## config.mk

```make
export PLATFORM = sky130hd
export DESIGN_NAME = mousetrap_sync_bridge_flat
export DESIGN_NICKNAME = d
export VERILOG_FILES = /design/src/rtl/mousetrap_sync_bridge_pkg.sv /design/src/rtl/mousetrap_sync_bridge_if.sv /design/src/rtl/mousetrap_sync_bridge_fifo.sv /design/src/rtl/mousetrap_sync_bridge.sv /design/src/flat_wrapper.sv
export SDC_FILE = /design/constraint.sdc
export NUM_CORES = 1
export LEC_CHECK = 0
export BUFFER_PORTS_ARGS = -buffer_cell sky130_fd_sc_hd__buf_4
export CAP_MARGIN = 10
export CORE_MARGIN = 4
export CORE_UTILIZATION = 36
export DETAILED_ROUTE_END_ITERATION = 12
export PLACE_DENSITY = 0.53
export SLEW_MARGIN = 10
export SYNTH_ARGS = -nofsm -noshare
export SYNTH_HDL_FRONTEND = slang
export SYNTH_SLANG_ARGS = --single-unit
export TNS_END_PERCENT = 1
```

## constraint.sdc

```tcl
create_clock -name clk -period 2.9 [get_ports clk]
set_input_delay 0 -clock clk [delete_from_list [all_inputs] [get_ports clk]]
set_output_delay 0 -clock clk [all_outputs]
set_load 0.005 [all_outputs]
```

## src/rtl/mousetrap_sync_bridge_pkg.sv

```systemverilog
// Shared types for the MOUSETRAP sync bridge: TX FSM states and two-phase handshake phase.
package mt_pkg;

  typedef enum logic [1:0] {IDLE, SETUP, WAIT_ACK} mt_tx_state_e;
  typedef logic mt_phase_t;

  // Two-phase channel: a token is outstanding while the phases differ.
  function automatic logic mt_pending(mt_phase_t req, mt_phase_t ack);
    return req != ack;
  endfunction

endpackage

```

## src/rtl/mousetrap_sync_bridge_if.sv

```systemverilog
// Bridge boundary: sync ready/valid push/pop plus both two-phase bundled-data channels.
interface mt_bridge_if
  import mt_pkg::*;
#(
  parameter int WIDTH = 16
);
  logic             s_valid;
  logic             s_ready;
  logic [WIDTH-1:0] s_data;
  mt_phase_t        ReqOut;
  logic [WIDTH-1:0] DataOut;
  mt_phase_t        AckOut;
  mt_phase_t        ReqIn;
  logic [WIDTH-1:0] DataIn;
  mt_phase_t        AckIn;
  logic             m_valid;
  logic             m_ready;
  logic [WIDTH-1:0] m_data;

  modport slave (
    input  s_valid, s_data, AckOut, ReqIn, DataIn, m_ready,
    output s_ready, ReqOut, DataOut, AckIn, m_valid, m_data
  );

  modport master (
    output s_valid, s_data, AckOut, ReqIn, DataIn, m_ready,
    input  s_ready, ReqOut, DataOut, AckIn, m_valid, m_data
  );
endinterface

```

## src/rtl/mousetrap_sync_bridge_fifo.sv

```systemverilog
// Synchronous first-word-fall-through FIFO; head reads as zero when empty.
module mt_bridge_fifo #(
  parameter  int WIDTH = 16,
  parameter  int DEPTH = 4,
  localparam int AW    = (DEPTH > 1) ? $clog2(DEPTH) : 1,
  localparam int CW    = $clog2(DEPTH + 1)
) (
  input  logic             clk,
  input  logic             rst,
  input  logic             push_i,
  input  logic [WIDTH-1:0] wdata_i,
  input  logic             pop_i,
  output logic [WIDTH-1:0] rdata_o,
  output logic             full_o,
  output logic             empty_o,
  output logic [CW-1:0]    count_o
);
  logic [WIDTH-1:0] mem_q [DEPTH];
  logic [AW-1:0]    wptr_q, wptr_d, rptr_q, rptr_d;
  logic [CW-1:0]    cnt_q, cnt_d;

  always_comb begin
    wptr_d = push_i ? wptr_q + 1'b1 : wptr_q;
    rptr_d = pop_i  ? rptr_q + 1'b1 : rptr_q;
    cnt_d  = cnt_q;
    if (push_i && !pop_i)      cnt_d = cnt_q + 1'b1;
    else if (!push_i && pop_i) cnt_d = cnt_q - 1'b1;
  end

  always_ff @(posedge clk) begin
    if (!rst) begin
      wptr_q <= '0;
      rptr_q <= '0;
      cnt_q  <= '0;
    end else begin
      wptr_q <= wptr_d;
      rptr_q <= rptr_d;
      cnt_q  <= cnt_d;
    end
  end

  always_ff @(posedge clk)
    if (push_i) mem_q[wptr_q] <= wdata_i;

  assign full_o  = (cnt_q == CW'(DEPTH));
  assign empty_o = (cnt_q == '0);
  assign count_o = cnt_q;
  assign rdata_o = empty_o ? '0 : mem_q[rptr_q];

  a_no_push_full: assert property (@(posedge clk) disable iff (!rst) !(push_i && full_o));
  a_no_pop_empty: assert property (@(posedge clk) disable iff (!rst) !(pop_i && empty_o));
endmodule

```

## src/rtl/mousetrap_sync_bridge.sv

```systemverilog
// Clocked endpoint between a ready/valid domain and two-phase MOUSETRAP channels (TX and RX).
module mousetrap_sync_bridge
  import mt_pkg::*;
#(
  parameter int WIDTH       = 16,
  parameter int DEPTH       = 4,
  parameter int SYNC_STAGES = 2,
  parameter int DATA_SETUP  = 1
) (
  input logic        clk,
  input logic        rst,
  mt_bridge_if.slave bus
);
  localparam int CW = $clog2(DEPTH + 1);
  localparam int SW = (DATA_SETUP > 1) ? $clog2(DATA_SETUP) : 1;

  logic                   rdy_q;
  logic [SYNC_STAGES-1:0] ack_sync_q, req_sync_q;
  mt_phase_t              ack_sync, req_sync;

  always_ff @(posedge clk) begin
    if (!rst) begin
      rdy_q      <= 1'b0;
      ack_sync_q <= '0;
      req_sync_q <= '0;
    end else begin
      rdy_q      <= 1'b1;
      ack_sync_q <= {ack_sync_q[SYNC_STAGES-2:0], bus.AckOut};
      req_sync_q <= {req_sync_q[SYNC_STAGES-2:0], bus.ReqIn};
    end
  end
  assign ack_sync = ack_sync_q[SYNC_STAGES-1];
  assign req_sync = req_sync_q[SYNC_STAGES-1];

  // TX path
  logic             tx_push, tx_pop, tx_full, tx_empty;
  logic [WIDTH-1:0] tx_head;
  logic [CW-1:0]    tx_count;

  assign bus.s_ready = rdy_q && !tx_full;
  assign tx_push     = bus.s_valid && bus.s_ready;

  mt_bridge_fifo #(.WIDTH(WIDTH), .DEPTH(DEPTH)) u_tx_fifo (
    .clk(clk), .rst(rst), .push_i(tx_push), .wdata_i(bus.s_data), .pop_i(tx_pop),
    .rdata_o(tx_head), .full_o(tx_full), .empty_o(tx_empty), .count_o(tx_count)
  );

  mt_tx_state_e     state_q, state_d;
  logic [SW-1:0]    cnt_q, cnt_d;
  mt_phase_t        req_q, req_d;
  logic [WIDTH-1:0] dout_q, dout_d;

  always_ff @(posedge clk) begin
    if (!rst) begin
      state_q <= IDLE;
      cnt_q   <= '0;
      req_q   <= 1'b0;
      dout_q  <= '0;
    end else begin
      state_q <= state_d;
      cnt_q   <= cnt_d;
      req_q   <= req_d;
      dout_q  <= dout_d;
    end
  end

  // DataOut is loaded only in IDLE, so it stays frozen from SETUP until the ack returns.
  always_comb begin
    state_d = state_q;
    cnt_d   = cnt_q;
    req_d   = req_q;
    dout_d  = dout_q;
    tx_pop  = 1'b0;
    case (state_q)
      IDLE: if (!tx_empty) begin
        dout_d  = tx_head;
        cnt_d   = SW'(DATA_SETUP - 1);
        state_d = SETUP;
      end
      SETUP: if (cnt_q == '0) begin
        req_d   = ~req_q;
        tx_pop  = 1'b1;
        state_d = WAIT_ACK;
      end else begin
        cnt_d = cnt_q - 1'b1;
      end
      WAIT_ACK: if (!mt_pending(req_q, ack_sync)) state_d = IDLE;
      default: state_d = IDLE;
    endcase
  end

  assign bus.ReqOut  = req_q;
  assign bus.DataOut = dout_q;

  // RX path: withholding AckIn while full is the upstream backpressure.
  logic             rx_push, rx_pop, rx_full, rx_empty;
  logic [WIDTH-1:0] rx_head;
  logic [CW-1:0]    rx_count;
  mt_phase_t        ackin_q;

  assign rx_push = mt_pending(req_sync, ackin_q) && !rx_full;
  assign rx_pop  = bus.m_valid && bus.m_ready;

  always_ff @(posedge clk) begin
    if (!rst) ackin_q <= 1'b0;
    else      ackin_q <= ackin_q ^ rx_push;
  end

  mt_bridge_fifo #(.WIDTH(WIDTH), .DEPTH(DEPTH)) u_rx_fifo (
    .clk(clk), .rst(rst), .push_i(rx_push), .wdata_i(bus.DataIn), .pop_i(rx_pop),
    .rdata_o(rx_head), .full_o(rx_full), .empty_o(rx_empty), .count_o(rx_count)
  );

  assign bus.AckIn   = ackin_q;
  assign bus.m_valid = !rx_empty;
  assign bus.m_data  = rx_head;

  a_tx_cnt: assert property (@(posedge clk) disable iff (!rst) tx_count <= CW'(DEPTH));
  a_rx_cnt: assert property (@(posedge clk) disable iff (!rst) rx_count <= CW'(DEPTH));
endmodule
```

## src/flat_wrapper.sv

```systemverilog
// flat-port wrapper written by rule: the top's interface ports become plain ports
module mousetrap_sync_bridge_flat import mt_pkg::*;
#(
  parameter int WIDTH       = 16,
  parameter int DEPTH       = 4,
  parameter int SYNC_STAGES = 2,
  parameter int DATA_SETUP  = 1
)
  (clk, rst, bus_s_valid, bus_s_data, bus_AckOut, bus_ReqIn, bus_DataIn, bus_m_ready, bus_s_ready, bus_ReqOut, bus_DataOut, bus_AckIn, bus_m_valid, bus_m_data);
  mt_bridge_if #(.WIDTH(WIDTH)) bus_i ();
  input logic clk;
  input logic rst;
  input wire logic [$bits(bus_i.s_valid)-1:0] bus_s_valid;
  input wire logic [$bits(bus_i.s_data)-1:0] bus_s_data;
  input wire logic [$bits(bus_i.AckOut)-1:0] bus_AckOut;
  input wire logic [$bits(bus_i.ReqIn)-1:0] bus_ReqIn;
  input wire logic [$bits(bus_i.DataIn)-1:0] bus_DataIn;
  input wire logic [$bits(bus_i.m_ready)-1:0] bus_m_ready;
  output wire logic [$bits(bus_i.s_ready)-1:0] bus_s_ready;
  output wire logic [$bits(bus_i.ReqOut)-1:0] bus_ReqOut;
  output wire logic [$bits(bus_i.DataOut)-1:0] bus_DataOut;
  output wire logic [$bits(bus_i.AckIn)-1:0] bus_AckIn;
  output wire logic [$bits(bus_i.m_valid)-1:0] bus_m_valid;
  output wire logic [$bits(bus_i.m_data)-1:0] bus_m_data;
  assign bus_i.s_valid = bus_s_valid;
  assign bus_i.s_data = bus_s_data;
  assign bus_i.AckOut = bus_AckOut;
  assign bus_i.ReqIn = bus_ReqIn;
  assign bus_i.DataIn = bus_DataIn;
  assign bus_i.m_ready = bus_m_ready;
  assign bus_s_ready = bus_i.s_ready;
  assign bus_ReqOut = bus_i.ReqOut;
  assign bus_DataOut = bus_i.DataOut;
  assign bus_AckIn = bus_i.AckIn;
  assign bus_m_valid = bus_i.m_valid;
  assign bus_m_data = bus_i.m_data;
  mousetrap_sync_bridge #(.WIDTH(WIDTH), .DEPTH(DEPTH), .SYNC_STAGES(SYNC_STAGES), .DATA_SETUP(DATA_SETUP)) u_core (.clk(clk), .rst(rst), .bus(bus_i));
endmodule
```

==> impl_summary.txt, run 1 <==
----------------------------------------------------
[Die]
  Floorplan Core Area ... 17300 sq um
  Vertical die dimension ... 141 um
  Row Count ... 48
  Die width ... 141 um
  Area of the die ... 19900 sq um
  I/O pin count ... 74
  Starting density of the core ... 0.369

[Global route]
  Antenna violations before repair ... 0
  Global router's overall resource usage ... 0.125
  Wire length of the first global-routing pass ... 18800 um
  Via count of the first global-routing pass ... 3544
  Pin count of the biggest net entering global routing ... 18
  Overflow after GRT ... 0

[Route]
  Routed vias ... 3356
  Number of DRC violations after detailed-routing iteration 0 ... 151
  Routed wire per std cell ... 16.6 um
  Detailed Routing Iterations Pass 1 ... 4
  Number of routed nets with antenna violations ... 0
  Via density ... 4.74
  Residual DRC ... 0
  Final routed wirelength across all metal layers ... 11700 um

[Hold path]
  Number of instances on the worst hold path ... 5
  Class of the most critical hold timing path ... primary input to register

[Synthesis]
  Cell count after synthesis ... 343
  Sequential-to-total area share from yosys stat ... 0.732
  Count of warnings emitted by yosys ... 0
  Count of different cell masters after synthesis ... 35
  #FFs+latches synth ... 169
  Top-area cell type share of the netlist area ... 0.603
  Most used standard cells in the synthesized netlist ... sky130_fd_sc_hd__edfxtp_1, sky130_fd_sc_hd__dfxtp_1, sky130_fd_sc_hd__mux4_2
  Mean instance size in the synthesized netlist ... 18.6 sq um
  Net count of the mapped netlist ... 393
  Cell Area, Synth ... 6370 sq um
  Top post-synthesis cells by area ... sky130_fd_sc_hd__edfxtp_1, sky130_fd_sc_hd__dfxtp_1, sky130_fd_sc_hd__mux4_2
  Number of flops mapped to enable cells by yosys ... 128
  Cell taking the most area after synthesis ... sky130_fd_sc_hd__edfxtp_1
  Prevailing post-synth register cell ... sky130_fd_sc_hd__edfxtp_1
  Proportion of register bits with asynchronous set or reset after synthesis ... 0
  Dominant cell by count in the synthesized netlist ... sky130_fd_sc_hd__edfxtp_1

[Worst setup path]
  Category of the critical setup timing path ... register to register
  Critical Path Start Type ... register
  Slowest cell on crit path ... sky130_fd_sc_hd__o31ai_1
  Critical-path maximum fanout ... 7
  Cell-by-cell trace of the critical path ... o31ai_1 -> ha_1 -> inv_1 -> fa_1 -> xor2_1 -> or3_1 -> a21oi_1
  Instance count on the critical path ... 7
  Worst EP required ... 3.23 ns
  Kind of end point of the critical path ... register
  Worst-case reg-to-reg path depth ... 7
  Maximum cell stage delay along the critical path ... 0.41 ns
  CP Buf/Inv Count ... 1
  Worst Path Arrival ... 2.53 ns
  Delay-heaviest family, CP ... adder cells

[Layout]
  Post-layout nets ... 520
  Fraction of final layout cells with drive strength greater than 1 ... 0.317
  Relative area change from synthesis to final layout ... 28.1%
  Number of antenna repair diodes ... 0
  Non-Filler Instances ... 708

[Place]
  Weighted congestion at the end of routability-driven global placement ... 0.676
  Cell Count Post-Placement ... 640
  Port Buf Inserts ... 73
  Placed wire-length estimate ... 7370 um

[Timing]
  Number of hold violations in the final report ... 0
  Portion of the clock cycle consumed by the worst path in the final layout ... 0.759
  Period minus WS final ... 2.20 ns
  Setup repair after global routing missed its margin ... false
  Clock tree skew after final layout ... 0.00770 ns
  Achievable Freq ... 454 MHz
  Total negative slack ... 0 ns
  Max-slew violation count ... 0
  Setup Viol. Count Final ... 0
  Tightest Pin Transition ... 0.863 ns
  Slew Limit Headroom ... 0.424

[Clocking]
  Post-cts repair resize count ... 0
  Hold_buf cts ... 36
  Clock transition time at the flip-flop clock pins of the worst setup and hold paths ... 0.06 ns
  Post-CTS setup buffer count ... 0
  Maximum root-to-sink buffer count ... 2
  Clk root buf ... sky130_fd_sc_hd__clkbuf_16
  Number of CTS-inserted buffers ... 17
  Count of clock tree sinks ... 169
  Worst-Skew Late Latency ... 0.41 ns
  Number of H-tree levels ... 4
  CTS tree ... done

[Power]
  Leakage ... 2.93 nW
  Max rail drop VDD ... 0.000424 V
  Power per cell area ... 851 nW/um^2

[Status]
  Outcome ... complete, no violations

[Job]
  Max capacitance violation total ... 0

----------------------------------------------------
## cell usage in the layout, fill, tap and decap left out, types with 2 or more instances in the layout
cell type / instances
sky130_fd_sc_hd__clkbuf_16: 17
sky130_fd_sc_hd__o21ai_0: 4
sky130_fd_sc_hd__fa_1: 2
sky130_fd_sc_hd__dlygate4sd3_1: 36
sky130_fd_sc_hd__and3_1: 5
sky130_fd_sc_hd__buf_4: 86
sky130_fd_sc_hd__mux4_2: 32
sky130_fd_sc_hd__xor2_1: 11
sky130_fd_sc_hd__edfxtp_1: 128
sky130_fd_sc_hd__inv_1: 7
sky130_fd_sc_hd__nand2_1: 7
sky130_fd_sc_hd__clkinv_1: 2
sky130_fd_sc_hd__nor2_1: 13
sky130_fd_sc_hd__mux2i_1: 4
sky130_fd_sc_hd__nand3b_1: 2
sky130_fd_sc_hd__a21oi_1: 7
sky130_fd_sc_hd__a22o_1: 16
sky130_fd_sc_hd__clkinvlp_4: 2
sky130_fd_sc_hd__or3_1: 2
sky130_fd_sc_hd__clkinv_2: 2
sky130_fd_sc_hd__nand3_1: 2
sky130_fd_sc_hd__ha_1: 10
sky130_fd_sc_hd__inv_6: 2
sky130_fd_sc_hd__and2_1: 8
sky130_fd_sc_hd__clkinv_4: 4
sky130_fd_sc_hd__dfxtp_1: 41
sky130_fd_sc_hd__nor2b_1: 16
## cells by family after synthesis
kind of cell,Yosys count,synth area share
compound gates,31,0.0357
xor+xnor,12,0.0165
fa+ha+maj,12,0.0259
buf+inv,23,0.0186
flops,169,0.732
mux,36,0.119
simple gates,60,0.0522
## state kept, by name, indices dropped and copies added, names as in the netlist, 3 cells and up, named ones only
register and count:
u_core.u_rx_fifo.mem_q 64, u_core.u_tx_fifo.mem_q 64, u_core.bus.DataOut 16, u_core.u_rx_fifo.count_o 3
u_core.u_tx_fifo.count_o 3
## worst min-delay path, stage by stage
cell                      delay [ns]
sky130_fd_sc_hd__buf_4          0.08
sky130_fd_sc_hd__nand2_1        0.04
sky130_fd_sc_hd__a21oi_1        0.10
sky130_fd_sc_hd__buf_4          0.15
sky130_fd_sc_hd__mux2i_1        0.07
## final timing paths
check / from / endpoint / slack [ns]
worst max-delay path: u_core.u_rx_fifo.count_o[0] / u_core.u_rx_fifo.count_o[2] / 0.70
worst min-delay path: bus_s_valid / u_core.u_tx_fifo.wptr_q[1] / 0.08
worst max register to register: u_core.u_rx_fifo.count_o[0] / u_core.u_rx_fifo.count_o[2] / 0.70
worst min register to register: u_core.req_sync_q[0] / u_core.req_sync_q[1] / 0.44
## metal layers
layer  track usage  share of wire  vias to the layer above
met4        0.0459          0.013                        0
met2         0.212           0.52                       65
li1              -              -                     1580
met1         0.155           0.42                     1696
met5             0              0                        -
met3        0.0319          0.046                       15
## where the power goes
part / internal, mW / switching, mW / total, mW
combinational: 0.983 / 0.773 / 1.76
sequential: 2.86 / 0.203 / 3.06
clock: 1.21 / 0.912 / 2.13
## stage by stage
stage | power, mW | area [sq um] | hold slack (ns) | setup slack, ns | util
after detailed placement | 4.88 | 7240 | 0.203 | 0.738 | 0.418
after global placement | 4.84 | 7240 | 0.194 | 0.838 | 0.418
final | 6.94 | 8160 | 0.0799 | 0.700 | 0.472
after CTS | 7.07 | 8160 | 0.0682 | 0.691 | 0.472
after global routing | 7.34 | 8160 | 0.125 | 0.552 | 0.472
after floorplan | 4.11 | 6370 | 0.0277 | 0.778 | -
## layout make-up
cell class / instances / area [sq um]
Timing Repair Buffer: 123 / 1030
Inverter: 8 / 30.0
Tap cell: 225 / 282
Sequential cell: 169 / 4660
Clock inverter: 13 / 123
Fill cell: 1539 / 9130
Clock buffer: 19 / 443
Multi-Input combinational cell: 151 / 1600
Power figures use the tool's default switching activity.
==> inputs of run 2 (changes only) <==
--- a/config.mk
+++ b/config.mk
@@ -5,12 +5,13 @@
 export SDC_FILE = /design/constraint.sdc
 export NUM_CORES = 1
 export LEC_CHECK = 0
+export ABC_AREA = 1
 export BUFFER_PORTS_ARGS = -buffer_cell sky130_fd_sc_hd__buf_4
 export CAP_MARGIN = 10
 export CORE_MARGIN = 4
 export CORE_UTILIZATION = 36
 export DETAILED_ROUTE_END_ITERATION = 12
-export PLACE_DENSITY = 0.53
+export PLACE_DENSITY = 0.54
 export SLEW_MARGIN = 10
 export SYNTH_ARGS = -nofsm -noshare
 export SYNTH_HDL_FRONTEND = slang
==> constraint.sdc (replaced) <==
create_clock -name clk -period 1.8 [get_ports clk]
set_input_delay 0 -clock clk [delete_from_list [all_inputs] [get_ports clk]]
set_output_delay 0 -clock clk [all_outputs]
set_load 0.005 [all_outputs]
==> run 2 against run 1 <==
Power increased by 81%. Clock power increased by 75%. Die area increased by 11%. Via count increased by 42%. Hold slack improved by 0.23 ns. Sequential cell count unchanged. First-iteration DRC count increased by 46%. Synthesized area increased by 12%. Clock skew increased by 0.0087 ns. Sequential power increased by 62%. Setup slack got worse by 0.57 ns. Critical endpoint is now bus_m_data[1]. Largest power group unchanged.
==> impl_summary.txt, run 2 <==
----------------------------------------------------
[Worst setup path]
  Critical Path Start Type ... register (unchanged)
  Category of the critical setup timing path ... register to primary output (was register to register)
  Startpoint of the worst setup timing path ... u_core.u_rx_fifo.count_o[0] (unchanged)
  Kind of end point of the critical path ... primary output (was register)
  R2r setup slk ... 0.16 ns (was 0.70 ns)
  End of the worst register-to-register path ... u_core.u_tx_fifo.count_o[1] (was u_core.u_rx_fifo.count_o[2])
  Worst-case reg-to-reg path depth ... 9 (was 7)
  Worst EP required ... 1.80 ns (was 3.23 ns)
  Critical-path maximum fanout ... 16 (was 7)
  Worst Path Arrival ... 1.67 ns (was 2.53 ns)
  Reg2reg start ... u_core.u_tx_fifo.count_o[1] (was u_core.u_rx_fifo.count_o[0])
  Capture point of the critical path ... bus_m_data[1] (was u_core.u_rx_fifo.count_o[2])

[Synthesis]
  Cell Area, Synth ... 7120 sq um (was 6370 sq um)
  Sequential-to-total area share from yosys stat ... 0.655 (was 0.732)
  Cell count after synthesis ... 711 (was 343)
  Simple-gate portion of the synthesized area ... 0.181 (was 0.0522)
  Most used standard cells in the synthesized netlist ... sky130_fd_sc_hd__nand2_1, sky130_fd_sc_hd__edfxtp_1, sky130_fd_sc_hd__nor2_1 (was sky130_fd_sc_hd__edfxtp_1, sky130_fd_sc_hd__dfxtp_1, sky130_fd_sc_hd__mux4_2)
  Count of different cell masters after synthesis ... 27 (was 35)
  Prevailing post-synth register cell ... sky130_fd_sc_hd__edfxtp_1 (unchanged)
  Proportion of synthesized area in mux cells ... 0 (was 0.119)
  Top post-synthesis cells by area ... sky130_fd_sc_hd__edfxtp_1, sky130_fd_sc_hd__dfxtp_1, sky130_fd_sc_hd__nand2_1 (was sky130_fd_sc_hd__edfxtp_1, sky130_fd_sc_hd__dfxtp_1, sky130_fd_sc_hd__mux4_2)
  Post-synthesis compound-gate area fraction ... 0.0432 (was 0.0357)
  Main combinational cell family by area after synthesis ... simple AND/OR/NAND/NOR gates (was multiplexers)
  Proportion of register bits with asynchronous set or reset after synthesis ... 0 (unchanged)
  #FFs+latches synth ... 169 (unchanged)
  Mean instance size in the synthesized netlist ... 10.0 sq um (was 18.6 sq um)
  Count of warnings emitted by yosys ... 0 (unchanged)
  Top-area cell type share of the netlist area ... 0.540 (was 0.603)
  Post-synthesis xor/xnor area fraction ... 0.00123 (was 0.0165)
  Adder-cell share of the synthesized area ... 0.0232 (was 0.0259)
  Dominant cell by count in the synthesized netlist ... sky130_fd_sc_hd__nand2_1 (was sky130_fd_sc_hd__edfxtp_1)
  Net count of the mapped netlist ... 761 (was 393)
  Cell taking the most area after synthesis ... sky130_fd_sc_hd__edfxtp_1 (unchanged)
  Number of flops mapped to enable cells by yosys ... 128 (unchanged)

[Timing]
  Worst Hold Margin ... 0.310 ns (was 0.0799 ns)
  Clock tree skew after final layout ... 0.0164 ns (was 0.00770 ns)
  Total negative slack ... 0 ns (unchanged)
  Setup repair after global routing missed its margin ... false (unchanged)
  Slew Limit Headroom ... 0.738 (was 0.424)
  Max-slew violation count ... 0 (unchanged)
  PnR worst setup slack ... 0.128 ns (was 0.700 ns)
  Number of hold violations in the final report ... 0 (unchanged)
  Period minus WS final ... 1.67 ns
  Setup Viol. Count Final ... 0 (unchanged)
  Portion of the clock cycle consumed by the worst path in the final layout ... 0.929
  Tightest Pin Transition ... 0.393 ns (was 0.863 ns)
  Achievable Freq ... 598 MHz

[Status]
  Outcome ... complete, no violations (unchanged)

[Route]
  Number of routed nets with antenna violations ... 0 (unchanged)
  Routed wire per std cell ... 12.6 um (was 16.6 um)
  Routed vias ... 4757 (was 3356)
  Via density ... 4.27 (was 4.74)
  Final routed wirelength across all metal layers ... 14000 um (was 11700 um)
  Residual DRC ... 0 (unchanged)
  Number of DRC violations after detailed-routing iteration 0 ... 221 (was 151)
  Detailed Routing Iterations Pass 1 ... 4 (unchanged)

[Layout]
  Number of antenna repair diodes ... 0 (unchanged)
  Fraction of final layout cells with drive strength greater than 1 ... 0.178 (was 0.317)
  Commonest cells after routing, fill and taps aside ... sky130_fd_sc_hd__nand2_1, sky130_fd_sc_hd__edfxtp_1, sky130_fd_sc_hd__nor2_1 (was sky130_fd_sc_hd__edfxtp_1, sky130_fd_sc_hd__buf_4, sky130_fd_sc_hd__dfxtp_1)
  Post-layout nets ... 886 (was 520)
  Most common cell after layout, fill and taps aside ... sky130_fd_sc_hd__nand2_1 (was sky130_fd_sc_hd__edfxtp_1)
  Filler cells ... 1828 (was 1539)
  Storage element area ... 4670 sq um (was 4660 sq um)
  Relative area change from synthesis to final layout ... 26.8% (was 28.1%)
  Total non-filler cell area in the finished layout ... 9030 sq um (was 8160 sq um)
  Multi-input logic area ... 1790 sq um (was 1600 sq um)

[Clocking]
  Number of H-tree levels ... 4 (unchanged)
  Count of clock tree sinks ... 169 (unchanged)
  Clock transition time at the flip-flop clock pins of the worst setup and hold paths ... 0.07 ns (was 0.06 ns)
  CTS tree ... done (unchanged)
  Maximum root-to-sink buffer count ... 2 (unchanged)
  Worst-Skew Late Latency ... 0.43 ns (was 0.41 ns)
  Clk root buf ... sky130_fd_sc_hd__clkbuf_16 (unchanged)
  Number of CTS-inserted buffers ... 17 (unchanged)

[Die]
  I/O pin count ... 74 (unchanged)
  Vertical die dimension ... 149 um (was 141 um)
  Floorplan Core Area ... 19500 sq um (was 17300 sq um)
  Starting density of the core ... 0.366 (was 0.369)
  Area of the die ... 22100 sq um (was 19900 sq um)
  Row Count ... 51 (was 48)
  Die width ... 149 um (was 141 um)

[Place]
  Placed wire-length estimate ... 8630 um (was 7370 um)
  Placement Cell Area ... 7990 sq um (was 7240 sq um)
  Pre-CTS setup slack ... 0.0455 ns (was 0.738 ns)
  Port Buf Inserts ... 73 (unchanged)
  Weighted congestion at the end of routability-driven global placement ... 0.741 (was 0.676)

[Hold path]
  Class of the most critical hold timing path ... primary input to register (unchanged)
  Hold path start ... bus_DataIn[10] (was bus_s_valid)

[Global route]
  Via count of the first global-routing pass ... 4486 (was 3544)
  Antenna violations before repair ... 0 (unchanged)
  Wire length of the first global-routing pass ... 22800 um (was 18800 um)
  Overflow after GRT ... 0 (unchanged)
  Global router's overall resource usage ... 0.132 (was 0.125)
  Pin count of the biggest net entering global routing ... 35 (was 18)

[Power]
  Final Total Pwr ... 12.6 mW (was 6.94 mW)
  Reg power frac ... 0.394 (was 0.441)
  Internal cell power ... 8.32 mW (was 5.06 mW)
  Clock network fraction of design power ... 0.297 (was 0.306)
  Combinational Power Share ... 0.309 (was 0.253)
  Leakage ... 3.89 nW (was 2.93 nW)
  Switching pwr ... 4.25 mW (was 1.89 mW)
  Max rail drop VDD ... 0.000850 V (was 0.000424 V)
  Power per cell area ... 1390 nW/um^2 (was 851 nW/um^2)
  Sw Share ... 0.338 (was 0.272)

[Job]
  Max capacitance violation total ... 0 (unchanged)

----------------------------------------------------
## run 2: cell count changes after synthesis, moves of 8 or more
cell | before | now
sky130_fd_sc_hd__a21oi_1 | 7 | 24
sky130_fd_sc_hd__a22o_1 | 16 | 0
sky130_fd_sc_hd__and2_1 | 8 | 0
sky130_fd_sc_hd__buf_6 | 2 | 11
sky130_fd_sc_hd__inv_1 | 7 | 117
sky130_fd_sc_hd__mux4_2 | 32 | 0
sky130_fd_sc_hd__nand2_1 | 7 | 149
sky130_fd_sc_hd__nand3_1 | 2 | 37
sky130_fd_sc_hd__nor2_1 | 13 | 122
sky130_fd_sc_hd__nor2b_1 | 16 | 0
sky130_fd_sc_hd__o21ai_0 | 4 | 28
sky130_fd_sc_hd__o21ai_1 | 0 | 8
sky130_fd_sc_hd__xor2_1 | 11 | 1
## run 2: cell type report
| class | instances | area share |
|---|---|---|
| flip-flops and latches | 169 | 0.517 |
| clock buffers | 17 | 0.0471 |
| inverters | 122 | 0.0518 |
| repair buffers | 133 | 0.128 |
| clock inverters | 15 | 0.0213 |
| well taps | 265 | 0.0367 |
| multi-input cells | 393 | 0.198 |
## run 2: cell families after synthesis
| logic type | Yosys count |
|---|---|
| and+or+nand+nor | 319 |
| DFF | 169 |
| buffers and inverters | 149 |
| AOI/OAI and AO/OA | 61 |
| adders and majority gates | 12 |
| xor gates and xnor gates | 1 |
## run 2: worst min path at each step
stage / cells past startpoint / to / slack [ns]
after global routing: 2 / u_core.u_tx_fifo.mem_q[2][8] / 0.31
after floorplan: 0 / u_core.rdy_q / 0.03
after detailed placement: 3 / u_core.ack_sync_q[0] / 0.19
final: 2 / u_core.u_rx_fifo.mem_q[1][10] / 0.31
after CTS: 2 / u_core.u_tx_fifo.mem_q[2][4] / 0.30
after global placement: 3 / u_core.ack_sync_q[0] / 0.18
## run 2: stage by stage
step	std cells	utilization
global placement	1043	0.410
global route	1114	0.464
finish	1114	0.464
floorplan	711	-
CTS	1114	0.462
detailed placement	1043	0.410
## run 2: timing repair
action | in CTS | in global routing
gates resized for setup | 1 | 20
buffers inserted | 0 | 0
hold endpoints to repair | 154 | 0
hold buffers | 39 | 0
endpoints found under the setup margin | 1 | 14
## run 2: critical path, stage by stage, from the launching register on
cell and delay [ns]:
sky130_fd_sc_hd__dfxtp_2 0.36, sky130_fd_sc_hd__inv_2 0.06, sky130_fd_sc_hd__nand3_2 0.08, sky130_fd_sc_hd__buf_4 0.13, sky130_fd_sc_hd__inv_1 0.04, sky130_fd_sc_hd__buf_4 0.19, sky130_fd_sc_hd__a21oi_1 0.23, sky130_fd_sc_hd__buf_4 0.16
## run 2: per-layer routing
layer | GRT usage | share of wire
met1 | 0.167 | 0.46
met2 | 0.225 | 0.49
met3 | 0.0274 | 0.040
met4 | 0.0453 | 0.013
met5 | 0 | 0
## run 2: power groups by stage
stage / clock network, mW / logic [mW] / registers (mW)
after CTS: 3.81 / 3.92 / 4.92
after detailed placement: 0 / 3.84 / 5.00
after floorplan: 0 / 2.59 / 4.95
final: 3.73 / 3.88 / 4.95
after global routing: 3.96 / 4.47 / 5.00
after global placement: 0 / 3.80 / 5.00
